### src/rtl/gtxe2_chnl_rx_oob.sv
// Receive-side SATA OOB detector: measures burst/gap run lengths on the squelch
// indication and flags complete COMWAKE or COMINIT sequences with one-cycle pulses.
module gtxe2_chnl_rx_oob #(
  parameter int         CNT_W              = 8,
  parameter logic [3:0] SATA_BURST_SEQ_LEN = 4'b0100,
  parameter int         BURST_MIN          = 10,
  parameter int         BURST_MAX          = 22,
  parameter int         WAKE_GAP_MIN       = 9,
  parameter int         WAKE_GAP_MAX       = 26,
  parameter int         INIT_GAP_MIN       = 27,
  parameter int         INIT_GAP_MAX       = 78
) (
  input  logic clk,
  input  logic reset_n,
  input  logic rx_idle,
  output logic RXCOMWAKEDET,
  output logic RXCOMINITDET,
  output logic oob_busy
);

  localparam logic [CNT_W-1:0] BURST_MIN_C    = CNT_W'(BURST_MIN);
  localparam logic [CNT_W-1:0] BURST_MAX_C    = CNT_W'(BURST_MAX);
  localparam logic [CNT_W-1:0] WAKE_GAP_MIN_C = CNT_W'(WAKE_GAP_MIN);
  localparam logic [CNT_W-1:0] WAKE_GAP_MAX_C = CNT_W'(WAKE_GAP_MAX);
  localparam logic [CNT_W-1:0] INIT_GAP_MIN_C = CNT_W'(INIT_GAP_MIN);
  localparam logic [CNT_W-1:0] INIT_GAP_MAX_C = CNT_W'(INIT_GAP_MAX);
  localparam logic [CNT_W-1:0] ONE_C          = CNT_W'(1);

  typedef enum logic [2:0] {
    ST_IDLE, ST_BURST, ST_GAP, ST_ABORT, ST_HOLDOFF
  } state_e;

  typedef enum logic [1:0] {
    GAP_NONE, GAP_WAKE, GAP_INIT, GAP_BAD
  } gap_e;

  state_e           state_q, state_d;
  logic [CNT_W-1:0] lenCnt_q, lenCnt_d;
  logic [3:0]       burstCnt_q, burstCnt_d;
  gap_e             gapType_q, gapType_d;
  logic             wakeDet_q, wakeDet_d;
  logic             initDet_q, initDet_d;
  logic             busy_q;

  logic [CNT_W-1:0] lenInc;
  logic [3:0]       burstInc;
  logic             burstOk;
  gap_e             gapClass;

  assign lenInc   = (&lenCnt_q) ? lenCnt_q : lenCnt_q + ONE_C;
  assign burstInc = burstCnt_q + 4'd1;
  assign burstOk  = (lenCnt_q >= BURST_MIN_C) && (lenCnt_q <= BURST_MAX_C);

  always_comb begin
    gapClass = GAP_BAD;
    if ((lenCnt_q >= WAKE_GAP_MIN_C) && (lenCnt_q <= WAKE_GAP_MAX_C))
      gapClass = GAP_WAKE;
    else if ((lenCnt_q >= INIT_GAP_MIN_C) && (lenCnt_q <= INIT_GAP_MAX_C))
      gapClass = GAP_INIT;
  end

  always_comb begin
    state_d    = state_q;
    lenCnt_d   = lenCnt_q;
    burstCnt_d = burstCnt_q;
    gapType_d  = gapType_q;
    wakeDet_d  = 1'b0;
    initDet_d  = 1'b0;
    case (state_q)
      ST_IDLE: begin
        if (!rx_idle) begin
          state_d    = ST_BURST;
          lenCnt_d   = ONE_C;
          burstCnt_d = 4'd0;
          gapType_d  = GAP_NONE;
        end
      end
      ST_BURST: begin
        if (!rx_idle) begin
          if (lenInc > BURST_MAX_C) state_d = ST_ABORT;
          else                      lenCnt_d = lenInc;
        end else if (burstOk) begin
          burstCnt_d = burstInc;
          lenCnt_d   = ONE_C;
          if (burstInc == SATA_BURST_SEQ_LEN) begin
            wakeDet_d = (gapType_q == GAP_WAKE);
            initDet_d = (gapType_q == GAP_INIT);
            state_d   = ST_HOLDOFF;
          end else begin
            state_d = ST_GAP;
          end
        end else begin
          state_d = ST_IDLE;
        end
      end
      ST_GAP: begin
        if (rx_idle) begin
          if (lenInc > INIT_GAP_MAX_C) state_d = ST_IDLE;
          else                         lenCnt_d = lenInc;
        end else begin
          state_d  = ST_BURST;
          lenCnt_d = ONE_C;
          // A bad or inconsistent gap restarts counting with this burst as the first.
          if (gapClass == GAP_BAD || (gapType_q != GAP_NONE && gapClass != gapType_q)) begin
            burstCnt_d = 4'd0;
            gapType_d  = GAP_NONE;
          end else begin
            gapType_d = gapClass;
          end
        end
      end
      ST_ABORT: begin
        if (rx_idle) state_d = ST_IDLE;
      end
      ST_HOLDOFF: begin
        if (rx_idle) begin
          if (lenInc > INIT_GAP_MAX_C) state_d = ST_IDLE;
          else                         lenCnt_d = lenInc;
        end else begin
          lenCnt_d = '0;
        end
      end
      default: state_d = ST_IDLE;
    endcase
  end

  always_ff @(posedge clk or negedge reset_n) begin
    if (!reset_n) begin
      state_q    <= ST_IDLE;
      lenCnt_q   <= '0;
      burstCnt_q <= 4'd0;
      gapType_q  <= GAP_NONE;
      wakeDet_q  <= 1'b0;
      initDet_q  <= 1'b0;
      busy_q     <= 1'b0;
    end else begin
      state_q    <= state_d;
      lenCnt_q   <= lenCnt_d;
      burstCnt_q <= burstCnt_d;
      gapType_q  <= gapType_d;
      wakeDet_q  <= wakeDet_d;
      initDet_q  <= initDet_d;
      busy_q     <= (state_d != ST_IDLE);
    end
  end

  assign RXCOMWAKEDET = wakeDet_q;
  assign RXCOMINITDET = initDet_q;
  assign oob_busy     = busy_q;

endmodule

### config.mk
export PLATFORM = sky130hd
export DESIGN_NAME = gtxe2_chnl_rx_oob
export DESIGN_NICKNAME = d
export VERILOG_FILES = /design/src/rtl/gtxe2_chnl_rx_oob.sv
export SDC_FILE = /design/constraint.sdc
export NUM_CORES = 1
export LEC_CHECK = 0
export CORE_ASPECT_RATIO = 0.75
export CORE_MARGIN = 4
export CORE_UTILIZATION = 63
export CTS_BUF_LIST = sky130_fd_sc_hd__clkbuf_2
export DETAILED_ROUTE_END_ITERATION = 16
export HOLD_SLACK_MARGIN = 0.15
export PLACE_DENSITY_LB_ADDON = 0.08
export SETUP_SLACK_MARGIN = 0.3
export SYNTH_ARGS = -nofsm -noshare
export SYNTH_HDL_FRONTEND = slang
export SYNTH_SLANG_ARGS = --single-unit
### constraint.sdc
create_clock -name clk -period 2.6 [get_ports clk]
set_input_delay 0.52 -clock clk [delete_from_list [all_inputs] [get_ports clk]]
set_output_delay 0.52 -clock clk [all_outputs]
set_load 0.005 [all_outputs]
==> impl_results.md <==
* Synth Instances at 191
* First-pass GRT wire length at 6390 um
* Chip Width at 65.9 um
* Skew final at 8.40 ps
* Crit path capture type: flop
* Max clock buf depth at 2
* Via count at around 1500
* # clock sinks at 20
* Top FF cell, synth: dfrtp_1
* Peak supply drop at 0.241 mV
* Vias per cell at between 6 and 7
* Post-Route Utilization at roughly four fifths
* Remaining Overflow, GRT at 0
* Arr. time, crit path at 2620 ps
* Final hold viol count at 0
* ANT cells at 0
* Synth warn at 0
* Post-route DRC violation count at 0
* PwrDens at approximately 420 nW/um^2
* Pre-Repair DR Iteration Count at 7
* Num rows at 15
* Port Buf Inserts at 5
* Initial Util at 67.6%
* Post-DRT Antenna Nets at 0
* Cell family with the largest share of critical-path delay: simple AND/OR/NAND/NOR gates
* CP max-delay cell: or4b_1
* DRT iter0 DRCs at 132
* RSZ-0062 raised after global routing: yes
* Mapped Area at between 1500 and 2000 sq um
* Synthesized net count at 199
* Area grow syn2layout at 17.2%
* Total GRT Usage at between 20 and 30%
* Yosys cell types at 57
* Vias in the first global route at 1284
* Antenna violations before repair at 0
* Post-CTS Hold Buffers at 0
* Leakage at 0.741 nW
* DP Wirelength at 2860 um
* CTS tree: built
* Mapped Avg Cell Area at 8.31 sq um
* Most common cell after layout, fill and taps aside: nand2_1
* Min Tclk post-route at 2320 ps
* Layout fillers at ~160
* DRT Wirelength at 4230 um
* Async SR Flop Fraction at 100%
* Max Cap Viol at 0
* Kind of critical path: reg2reg
* Max Clk Rate at 430 MHz
* Share of cells above drive strength 1 at a little under a third
* Rel. slew slack at roughly 64%
* Largest net degree at the start of global routing at 21
* Number of buffers created by CTS at 3
* I/O Pins at 6
* Worst-Skew Late Latency at about 330 ps
* Yosys reg bits at 20
* Critical-path cell list: buf_4 > ha_4 > xnor2_2 > o32a_2 > o211ai_2 > and2_4 > or4b_1 > a21oi_2 > a21o_1
* GPL Wtd Cong at 0.965
* Crit share post-route at 89.4%
* Status: completed
* Most frequent cells in the layout: 19 x nand2_1, 14 x dfrtp_1, 13 x nor2_1, 12 x buf_4
* Crit Path Max Fanout at 11
* Worst EP required at 2900 ps
* Sequential share of the synthesized area at a little under a third
* Clock Pin Slew Worst Setup and Hold Paths at 200 ps
* Worst path bufs/invs at 1
* Hold WC Path Type: reg2reg
* Crit path launch type: flop
* Detailed-route wire length per cell at 18.2 um
* Final max-slew violation count at 0
* Worst-Margin Slew at 533 ps
* Die area at around 3400 sq um
* Setup violations, final at 0
* Setup_tns at 0 ps
* Max H-tree Level at 1
* Nets at 208
* Overall die height at between 50 and 60 um
* Largest stage delay on the critical path at 500 ps
* Number of flops mapped to enable cells by yosys at 0
* CTS root buf: clkbuf_2
* Area of the core at about 2300 sq um
## sequential cells by signal, summed over array words and instances, names as in the netlist
register      cells
RXCOMINITDET      1
RXCOMWAKEDET      1
burstCnt_q        4
gapType_q         2
lenCnt_q          8
oob_busy          1
state_q           3
## synthesized netlist by cell type (2+ instances only)
cell type	count	area, sq um
a22oi_1	2	15.0
o21ai_1	5	25.0
nor3_1	3	15.0
a21o_1	2	15.0
nor3b_1	4	30.0
and4_1	2	17.5
nand2b_1	2	12.5
xnor2_1	3	26.3
a21oi_1	13	65.1
ha_1	5	62.6
buf_2	6	30.0
and3_1	4	25.0
a211oi_1	2	15.0
a21bo_2	3	30.0
a31oi_1	3	18.8
a22o_1	2	17.5
nand4_1	4	25.0
inv_1	10	37.5
dfrtp_1	20	500
nand3_1	5	25.0
o31ai_1	3	22.5
nand2_1	21	78.8
clkbuf_1	5	18.8
or3_1	4	25.0
nor2b_1	5	31.3
o21ai_0	10	50.1
nor2_1	13	48.8
## final timing paths
kind,startpoint,to,slack [ps],cells after the start
worst max-delay path,lenCnt_q[1],oob_busy,280,9
worst min-delay path,gapType_q[1],RXCOMWAKEDET,490,1
worst max register to register,lenCnt_q[1],oob_busy,280,9
worst min register to register,gapType_q[1],RXCOMWAKEDET,490,1
max in group asynchronous,reset_n,lenCnt_q[1],1880,2
min in group asynchronous,reset_n,state_q[1],500,2
## cells by family after synthesis
logic type	synth area share (%)
mux	0.710
xor+xnor	2.21
simple gates	26.7
flops	31.5
buf+inv	6.86
fa+ha+maj	3.94
compound gates	28.1
## routing by layer
metal  routed length (um)  global-route usage (%)  vias up
met4                   35                    7.43        0
met3                  366                    4.62        5
li1                     -                       -      713
met5                    0                       0        -
met1                 1900                    38.0      745
met2                 1920                    36.1       81
## per-stage QoR
stage	std cells	setup slack, ps	hold WS, ps	total power [mW]	cell area, sq um
2_1_floorplan	191	303	224	0.496	1590
3_3_place_gp	224	257	455	0.550	1670
3_5_place_dp	224	204	462	0.557	1670
4_1_cts	229	299	483	0.705	1720
5_1_grt	233	189	502	0.815	1860
6_report	233	276	485	0.783	1860
## layout make-up
class                           instances  area (sq um)  area share (%)
Tap cell                               34          42.5            2.29
Multi-Input combinational cell        147          1110            59.6
Clock inverter                          1          3.75           0.202
Sequential cell                        20           508            27.3
Clock buffer                            3          15.0           0.808
Inverter                               11          41.3            2.22
Timing Repair Buffer                   17           140            7.54
## where the power goes
part	internal (mW)	switching (mW)	total, mW
logic	0.140	0.155	0.296
clock network	0.0334	0.102	0.136
registers	0.326	0.0256	0.352
## timing repair
action                                  CTS  global route
endpoints found under the setup margin    9            11
resized for setup                         4            30
endpoints found under the hold margin     0             0
pin swaps                                 2            11
setup buffers                             1             4
Power figures use the tool's default switching activity.
